### src/rtl/gf180mcu_fd_sc_mcu9t5v0__nandn_pipe.sv
// Pipelined multi-channel N-input AND/NAND reduction with valid/ready flow control
// and a saturating count of completed output handshakes.
module gf180mcu_fd_sc_mcu9t5v0__nandn_pipe #(
  parameter int N_IN     = 3,
  parameter int CHANNELS = 2
) (
  input  logic                     CLK,
  input  logic                     RST,
  input  logic [CHANNELS*N_IN-1:0] A,
  input  logic                     MODE,
  input  logic                     IN_VALID,
  output logic                     IN_READY,
  output logic [CHANNELS-1:0]      ZN,
  output logic                     OUT_VALID,
  input  logic                     OUT_READY,
  input  logic                     CNT_CLR,
  output logic [15:0]              TXN_CNT
);

  localparam int L = $clog2(N_IN);
  localparam int P = 1 << L;

  logic [CHANNELS*P-1:0] padded;
  logic [L-1:0]          v;
  logic [L-1:0]          v_src;
  logic [L-1:0]          adv;
  logic [L-1:0]          load;

  // Each channel is widened to a power of two; unused leaves read as 1 so the AND is unaffected.
  always_comb begin
    padded = '1;
    for (int c = 0; c < CHANNELS; c++) begin
      padded[c*P +: N_IN] = A[c*N_IN +: N_IN];
    end
  end

  // Readiness ripples backwards from the output so a full pipeline can still advance every cycle.
  always_comb begin
    adv       = '0;
    load      = '0;
    v_src     = '0;
    adv[L-1]  = v[L-1] & OUT_READY;
    load[L-1] = ~v[L-1] | adv[L-1];
    for (int k = L - 2; k >= 0; k--) begin
      adv[k]  = v[k] & load[k+1];
      load[k] = ~v[k] | adv[k];
    end
    v_src[0] = IN_VALID;
    for (int k = 1; k < L; k++) begin
      v_src[k] = v[k-1];
    end
  end

  always_ff @(posedge CLK) begin
    if (RST) begin
      v <= '0;
    end else begin
      v <= (v & ~load) | (v_src & load);
    end
  end

  for (genvar k = 0; k < L; k++) begin : g_stage
    localparam int WI = P >> k;
    localparam int WO = P >> (k + 1);

    logic [CHANNELS*WI-1:0] src;
    logic                   src_mode;
    logic [CHANNELS*WO-1:0] reduced;
    logic [CHANNELS*WO-1:0] data_q;

    if (k == 0) begin : g_src0
      assign src      = padded;
      assign src_mode = MODE;
    end else begin : g_srcn
      assign src      = g_stage[k-1].data_q;
      assign src_mode = g_stage[k-1].g_mid.mode_q;
    end

    // The final level folds in the NAND inversion so MODE costs no extra cycle.
    always_comb begin
      reduced = '0;
      for (int c = 0; c < CHANNELS; c++) begin
        for (int i = 0; i < WO; i++) begin
          reduced[c*WO + i] = src[c*WI + 2*i] & src[c*WI + 2*i + 1];
        end
      end
      if (k == L - 1 && !src_mode) begin
        reduced = ~reduced;
      end
    end

    if (k == L - 1) begin : g_last
      always_ff @(posedge CLK) begin
        if (RST) begin
          data_q <= '0;
        end else if (load[k]) begin
          data_q <= reduced;
        end
      end
    end else begin : g_mid
      logic mode_q;
      always_ff @(posedge CLK) begin
        if (load[k]) begin
          data_q <= reduced;
          mode_q <= src_mode;
        end
      end
    end
  end

  assign IN_READY  = load[0];
  assign OUT_VALID = v[L-1];
  assign ZN        = g_stage[L-1].data_q;

  always_ff @(posedge CLK) begin
    if (RST || CNT_CLR) begin
      TXN_CNT <= '0;
    end else if (OUT_VALID && OUT_READY && TXN_CNT != 16'hFFFF) begin
      TXN_CNT <= TXN_CNT + 16'd1;
    end
  end

endmodule

### config.mk
export PLATFORM = sky130hd
export DESIGN_NAME = gf180mcu_fd_sc_mcu9t5v0__nandn_pipe
export DESIGN_NICKNAME = d
export VERILOG_FILES = /design/src/rtl/gf180mcu_fd_sc_mcu9t5v0__nandn_pipe.sv
export SDC_FILE = /design/constraint.sdc
export NUM_CORES = 1
export LEC_CHECK = 0
export ABC_AREA = 1
export BUFFER_PORTS_ARGS = -buffer_cell sky130_fd_sc_hd__clkbuf_2
export CAP_MARGIN = 25
export CORE_MARGIN = 8
export CORE_UTILIZATION = 56
export DETAILED_ROUTE_END_ITERATION = 8
export PLACE_DENSITY = 0.83
export SYNTH_ARGS = -nofsm -noshare
export SYNTH_HDL_FRONTEND = slang
export SYNTH_SLANG_ARGS = --single-unit
### constraint.sdc
create_clock -name CLK -period 2.2 [get_ports CLK]
set_clock_uncertainty 0.1 [all_clocks]
set_input_delay 0.33 -clock CLK [delete_from_list [all_inputs] [get_ports CLK]]
set_output_delay 0.33 -clock CLK [all_outputs]
set_load 0.01 [all_outputs]
==> results.json, run 1 <==
{
  "status": "complete, no violations",
  "min_period_ns": 1.73,
  "netlist_instances": 187,
  "ant_nets": 0,
  "power_leakage_nw": 0.632,
  "final_core_util": 0.674,
  "row_count": 17,
  "synth_edf_count": 5,
  "start_util": 0.588,
  "path_clk_slew_ns": 0.13,
  "power.total_mw": 0.732,
  "synth.avg_cell_area_um2": 6.96,
  "setup_viol": 0,
  "drive_gt1_frac": 0.191,
  "place_inst": 244,
  "hold_violations": 0,
  "slew_headroom": 0.764,
  "netlist_area_um2": 1300,
  "cp.buffers_inverters": 1,
  "maxCapViolations": 0,
  "antenna_found_initial": 0,
  "ioPinCount": 32,
  "rsz0062_at_grt": "no",
  "yosys-top-cells-count": "nor2_1 (44), nand2_1 (42), inv_1 (22), nand3_1 (21), dfxtp_1 (20)",
  "gp_congestion": 0.858,
  "setup_ws_ns": 0.467,
  "crit_type": "flip-flop to flip-flop",
  "yosysWarnings": 0,
  "worstMarginPinSlew_ns": 0.353,
  "clk_latency_ns": 0.31,
  "fp.dieW_um": 64.2,
  "ys_seq_elements": 25,
  "setup-tns-final_ns": 0,
  "synth_most_common_cell": "nor2_1",
  "power_density_nw_per_um2": 491,
  "synth_top_area_frac": 0.308,
  "grt_pass1_wl_um": 4730,
  "cp-endpoint": "TXN_CNT[14]",
  "start_kind": "flip-flop",
  "synth_ff_type": "dfxtp_1",
  "synthArstFlopShare": 0,
  "r2r_setup_slack_ns": 0.47,
  "diodes": 0,
  "fp.dieH_um": 64.2,
  "synth_cell_type_count": 17,
  "cts_buffers": 3,
  "syn-num-nets": 200,
  "synth.top_cells.by_area": "dfxtp_1 (31%), nor2_1 (13%), nand2_1 (12%)",
  "rr_worst_depth": 6,
  "fmax_mhz": 577,
  "grt-ovfl-total": 0,
  "ys_seq_area_frac": 0.423,
  "r2r_end": "TXN_CNT[14]",
  "dpl.hpwl_um": 2260,
  "htree_levels": 1,
  "worstSetupEndpointType": "flip-flop",
  "vias": 1223,
  "worstPathMaxFanout": 26,
  "vias_per_cell": 4.93,
  "drc": 0,
  "crit_start": "TXN_CNT[0]",
  "maxSlewViolCount": 0,
  "vdd_drop_max_v": 0.000431,
  "cts_setup_buffers": 0,
  "cts-root-buf": "clkbuf_4",
  "syn2layout_area_growth_pct": 14.6,
  "cp_top_family": "simple AND/OR/NAND/NOR gates",
  "hold_path_class": "input pin to flip-flop",
  "tritoncts": "yes",
  "grt.total_usage": 0.137,
  "timing.hold.ws_ns": 0.0970,
  "die_area_um2": 4120,
  "fin_area_um2": 1490,
  "firstDrtPassIters": 4,
  "final-instance-count-excl-fill": 248,
  "clockBufferDepth": 2,
  "required_ns": 2.31,
  "pre_cts_ws_ns": 0.479,
  "drtIter0Drc": 56,
  "grt_max_degree": 27,
  "slowest_stage": "dfxtp_1",
  "cts_resized": 0,
  "clock_sinks": 25,
  "grt_pass1_vias": 1141,
  "crit_path_cell_trace": "ha_1, inv_1, nor2_4, nand4_4, a21oi_1, nor2_1",
  "worstSetupPathDepth": 6,
  "io_buffers": 31,
  "nets": 234,
  "placed_area_um2": 1470,
  "max_stage_delay_ns": 0.43,
  "drt-total-wl_um": 2870,
  "postCtsHoldBufs": 0,
  "yosysTopAreaCell": "dfxtp_1",
  "period_share": 0.788,
  "min_path_cells": 1,
  "rr_startpoint": "TXN_CNT[0]",
  "cp_data_arrival_time_ns": 1.84,
  "core_um2": 2210,
  "routedWlPerCell_um": 11.6
}
==> placed cells by master, fill, tap and decap left out, types with 3 or more instances in the layout <==
cell      synthesis  layout
dfxtp_1          20      20
edfxtp_1          5       5
inv_1            22      22
clkbuf_2          0      31
nand3_1          21      21
nor2_1           44      44
a21oi_1          15      15
clkbuf_4          0       3
o21ai_0           3       3
nand2_1          42      42
nor2_4            3       3
==> per-layer routing <==
metal	global-route usage	routed length [µm]	vias up
li1	-	-	658
met1	0.152	1300	540
met2	0.251	1410	23
met3	0.0314	133	2
met4	0.0436	18	0
met5	0	0	-
==> state kept, by name, summed over array words and instances, names as in the netlist, named ones only <==
name and flops:
TXN_CNT 16, g_stage.data_q 4, ZN 2, g_stage.g_mid.mode_q 1
==> worst min-delay path by stage <==
stage / from / endpoint / slack, ns
6_report: A[2] / g_stage[0].data_q[1] / 0.1
4_1_cts: A[2] / g_stage[0].data_q[1] / 0.09
3_5_place_dp: flip-flop / flip-flop / 0.37
2_1_floorplan: RST / flip-flop / 0.30
3_3_place_gp: flip-flop / flip-flop / 0.35
5_1_grt: A[2] / g_stage[0].data_q[1] / 0.07
==> cells by family after synthesis <==
group,Yosys count,share of synthesized area
and+or+nand+nor,116,0.395
buffers and inverters,25,0.0894
AOI/OAI and AO/OA,18,0.0692
xor gates and xnor gates,2,0.0135
DFF,25,0.423
adders and majority gates,1,0.00961
==> worst register-to-register path, stage by stage, from the launching register on <==
cell,delay (ns)
dfxtp_1,0.43
ha_1,0.19
inv_1,0.08
nor2_4,0.18
nand4_4,0.33
a21oi_1,0.26
nor2_1,0.06
==> layout make-up <==
cell class,count,area [µm²]
Clock buffer,4,26.3
Fill cell,218,721
Inverter,22,82.6
Multi-Input combinational cell,137,634
Sequential cell,25,551
Tap cell,28,35.0
Timing Repair Buffer,32,163
==> where the power goes <==
part | leakage [nW] | total [mW] | switching, mW | internal (mW)
clock | 0.0150 | 0.198 | 0.128 | 0.0706
sequential | 0.217 | 0.484 | 0.00519 | 0.479
combinational | 0.400 | 0.0498 | 0.0281 | 0.0217
total | 0.632 | 0.732 | 0.161 | 0.571
(Power assumes the default switching activity.)
==> run 2, diff against run 1 <==
--- a/config.mk
+++ b/config.mk
@@ -8,10 +8,11 @@
 export ABC_AREA = 1
 export BUFFER_PORTS_ARGS = -buffer_cell sky130_fd_sc_hd__clkbuf_2
 export CAP_MARGIN = 25
+export CORE_ASPECT_RATIO = 2
 export CORE_MARGIN = 8
-export CORE_UTILIZATION = 56
+export CORE_UTILIZATION = 47
 export DETAILED_ROUTE_END_ITERATION = 8
-export PLACE_DENSITY = 0.83
+export PLACE_DENSITY = 0.74
 export SYNTH_ARGS = -nofsm -noshare
 export SYNTH_HDL_FRONTEND = slang
 export SYNTH_SLANG_ARGS = --single-unit
==> constraint.sdc (replaced) <==
create_clock -name CLK -period 1.4 [get_ports CLK]
set_clock_uncertainty 0.1 [all_clocks]
set_input_delay 0.21 -clock CLK [delete_from_list [all_inputs] [get_ports CLK]]
set_output_delay 0.21 -clock CLK [all_outputs]
set_load 0.01 [all_outputs]
==> run 2 against run 1 <==
  * The flow now finishes with violations (negative setup slack)
  * Critical endpoint is now TXN_CNT[8]
  * Global-route usage grew 0.87 points
  * Non-clock buffer count grew 25
  * Register-to-register slack lost 0.48 ns
  * Critical path type unchanged
  * Total power grew 77%
==> results.json, run 2 (synthesis gave the netlist of run 1 again) <==
{
  "violations": "negative setup slack",
  "final-instance-count-excl-fill": 274,
  "pre_cts_ws_ns": -0.0578,
  "grt-ovfl-total": 0,
  "hold_violations": 0,
  "crit_type": "flip-flop to flip-flop",
  "grt_max_degree": 19,
  "fmax_mhz": 707,
  "hold_start": "A[5]",
  "crit_start": "TXN_CNT[5]",
  "setup_ws_ns": -0.0152,
  "dpl.hpwl_um": 2630,
  "n_fill_cell": 229,
  "maxSlewViolCount": 0,
  "place_inst": 264,
  "vias_per_cell": 5.13,
  "worstPathMaxFanout": 18,
  "drt-total-wl_um": 3590,
  "fp.dieW_um": 53.2,
  "gp_congestion": 0.929,
  "path_clk_slew_ns": 0.09,
  "die_area_um2": 4810,
  "cts-root-buf": "clkbuf_8",
  "mostFrequentLayoutCell": "nand2_1",
  "cp.buffers_inverters": 1,
  "diodes": 0,
  "start_kind": "flip-flop",
  "required_ns": 1.47,
  "firstDrtPassIters": 4,
  "grt.total_usage": 0.146,
  "grt_pass1_wl_um": 5550,
  "syn2layout_area_growth_pct": 45.2,
  "rsz0062_at_grt": "yes",
  "ant_nets": 0,
  "fp.dieH_um": 90.4,
  "vdd_drop_max_v": 0.00114,
  "largest_reg_flops": 16,
  "period_share": 1.01,
  "power.total_mw": 1.30,
  "power_density_nw_per_um2": 686,
  "hold_path_class": "input pin to flip-flop",
  "crit_path_cell_trace": "nand2_1, nor2_4, nand4_4, buf_12, a21oi_1, nor2_1",
  "clock_sinks": 25,
  "tritoncts": "yes",
  "row_count": 27,
  "antenna_found_initial": 0,
  "maxCapViolations": 0,
  "slowest_stage": "dfxtp_2",
  "power_leakage_nw": 0.798,
  "cp_top_family": "simple AND/OR/NAND/NOR gates",
  "min_period_ns": 1.42,
  "drive_gt1_frac": 0.453,
  "worstMarginPinSlew_ns": 0.235,
  "clockBufferDepth": 2,
  "grt_pass1_vias": 1368,
  "vias": 1405,
  "drtIter0Drc": 25,
  "drc": 0,
  "worstSetupEndpointType": "flip-flop",
  "io_buffers": 31,
  "final_cell_mix": "nand2_1 (36), nor2_1 (34), clkbuf_2 (30), buf_4 (21), inv_1 (20)",
  "rr_startpoint": "TXN_CNT[5]",
  "routedWlPerCell_um": 13.1,
  "clk_latency_ns": 0.27,
  "max_stage_delay_ns": 0.38,
  "nets": 259,
  "setup_viol": 6,
  "cts_buffers": 3,
  "status": "finished with violations",
  "ioPinCount": 32,
  "core_um2": 2700,
  "largest_register": "TXN_CNT",
  "start_util": 0.481,
  "cp_data_arrival_time_ns": 1.49,
  "htree_levels": 1,
  "slew_headroom": 0.843
}
[run 2: cell count changes in the layout (fill, tap and decap cells not counted), moves of 9 or more]
cell,previous run,this run
buf_4,1,21
nor2_1,44,34
a21oi_1,15,6
dfxtp_1,20,9
a21oi_2,0,9
dfxtp_2,0,9
[run 2: metrics by stage]
stage | utilization | cell area, µm² | setup TNS [ns] | hold WS (ns)
2_1_floorplan | - | 1330 | 0 | 0.179
3_3_place_gp | 0.610 | 1650 | -0.00223 | 0.288
3_5_place_dp | 0.610 | 1650 | -0.120 | 0.291
4_1_cts | 0.650 | 1760 | -0.0735 | 0.00695
5_1_grt | 0.699 | 1890 | -1.54 | 0.00259
6_report | 0.699 | 1890 | -0.0488 | 0.0163
[run 2: routing by layer]
layer	part of all wire	wire length (µm)	global-route usage
met1	0.34	1200	0.123
met2	0.56	2010	0.266
met3	0.049	176	0.0330
met4	0.054	195	0.106
met5	0	0	0
[run 2: final cells by class]
| type | count | area [µm²] | area share |
|---|---|---|---|
| multi-input cells | 137 | 771 | 0.408 |
| well taps | 29 | 36.3 | 0.0192 |
| clock inverters | 1 | 5.00 | 0.00265 |
| inverters | 22 | 85.1 | 0.0450 |
| clock buffers | 3 | 41.3 | 0.0219 |
| flip-flops and latches | 25 | 569 | 0.301 |
| repair buffers | 57 | 382 | 0.202 |
[run 2: report_power, final]
part | internal (mW) | switching, mW
Sequential | 0.749 | 0.00838
Clock | 0.199 | 0.239
Combinational | 0.0479 | 0.0522
Total | 0.996 | 0.300
[run 2: worst paths after layout]
| path | end | slack (ns) | cells after the start |
|---|---|---|---|
| setup / recovery | TXN_CNT[8] | -0.02 | 6 |
| hold / removal | g_stage[0].data_q[3] | 0.02 | 1 |
| setup reg to reg | TXN_CNT[8] | -0.02 | 6 |
| hold reg to reg | flip-flop | 0.40 | 2 |
[run 2: repair_timing]
action | in CTS | in global routing
gates resized for setup | 15 | 31
setup buffers | 2 | 2
endpoints found under the hold margin | 0 | 2
endpoints found under the setup margin | 11 | 17
cloned | 0 | 0
pin swaps | 4 | 7
hold buffers | 0 | 2
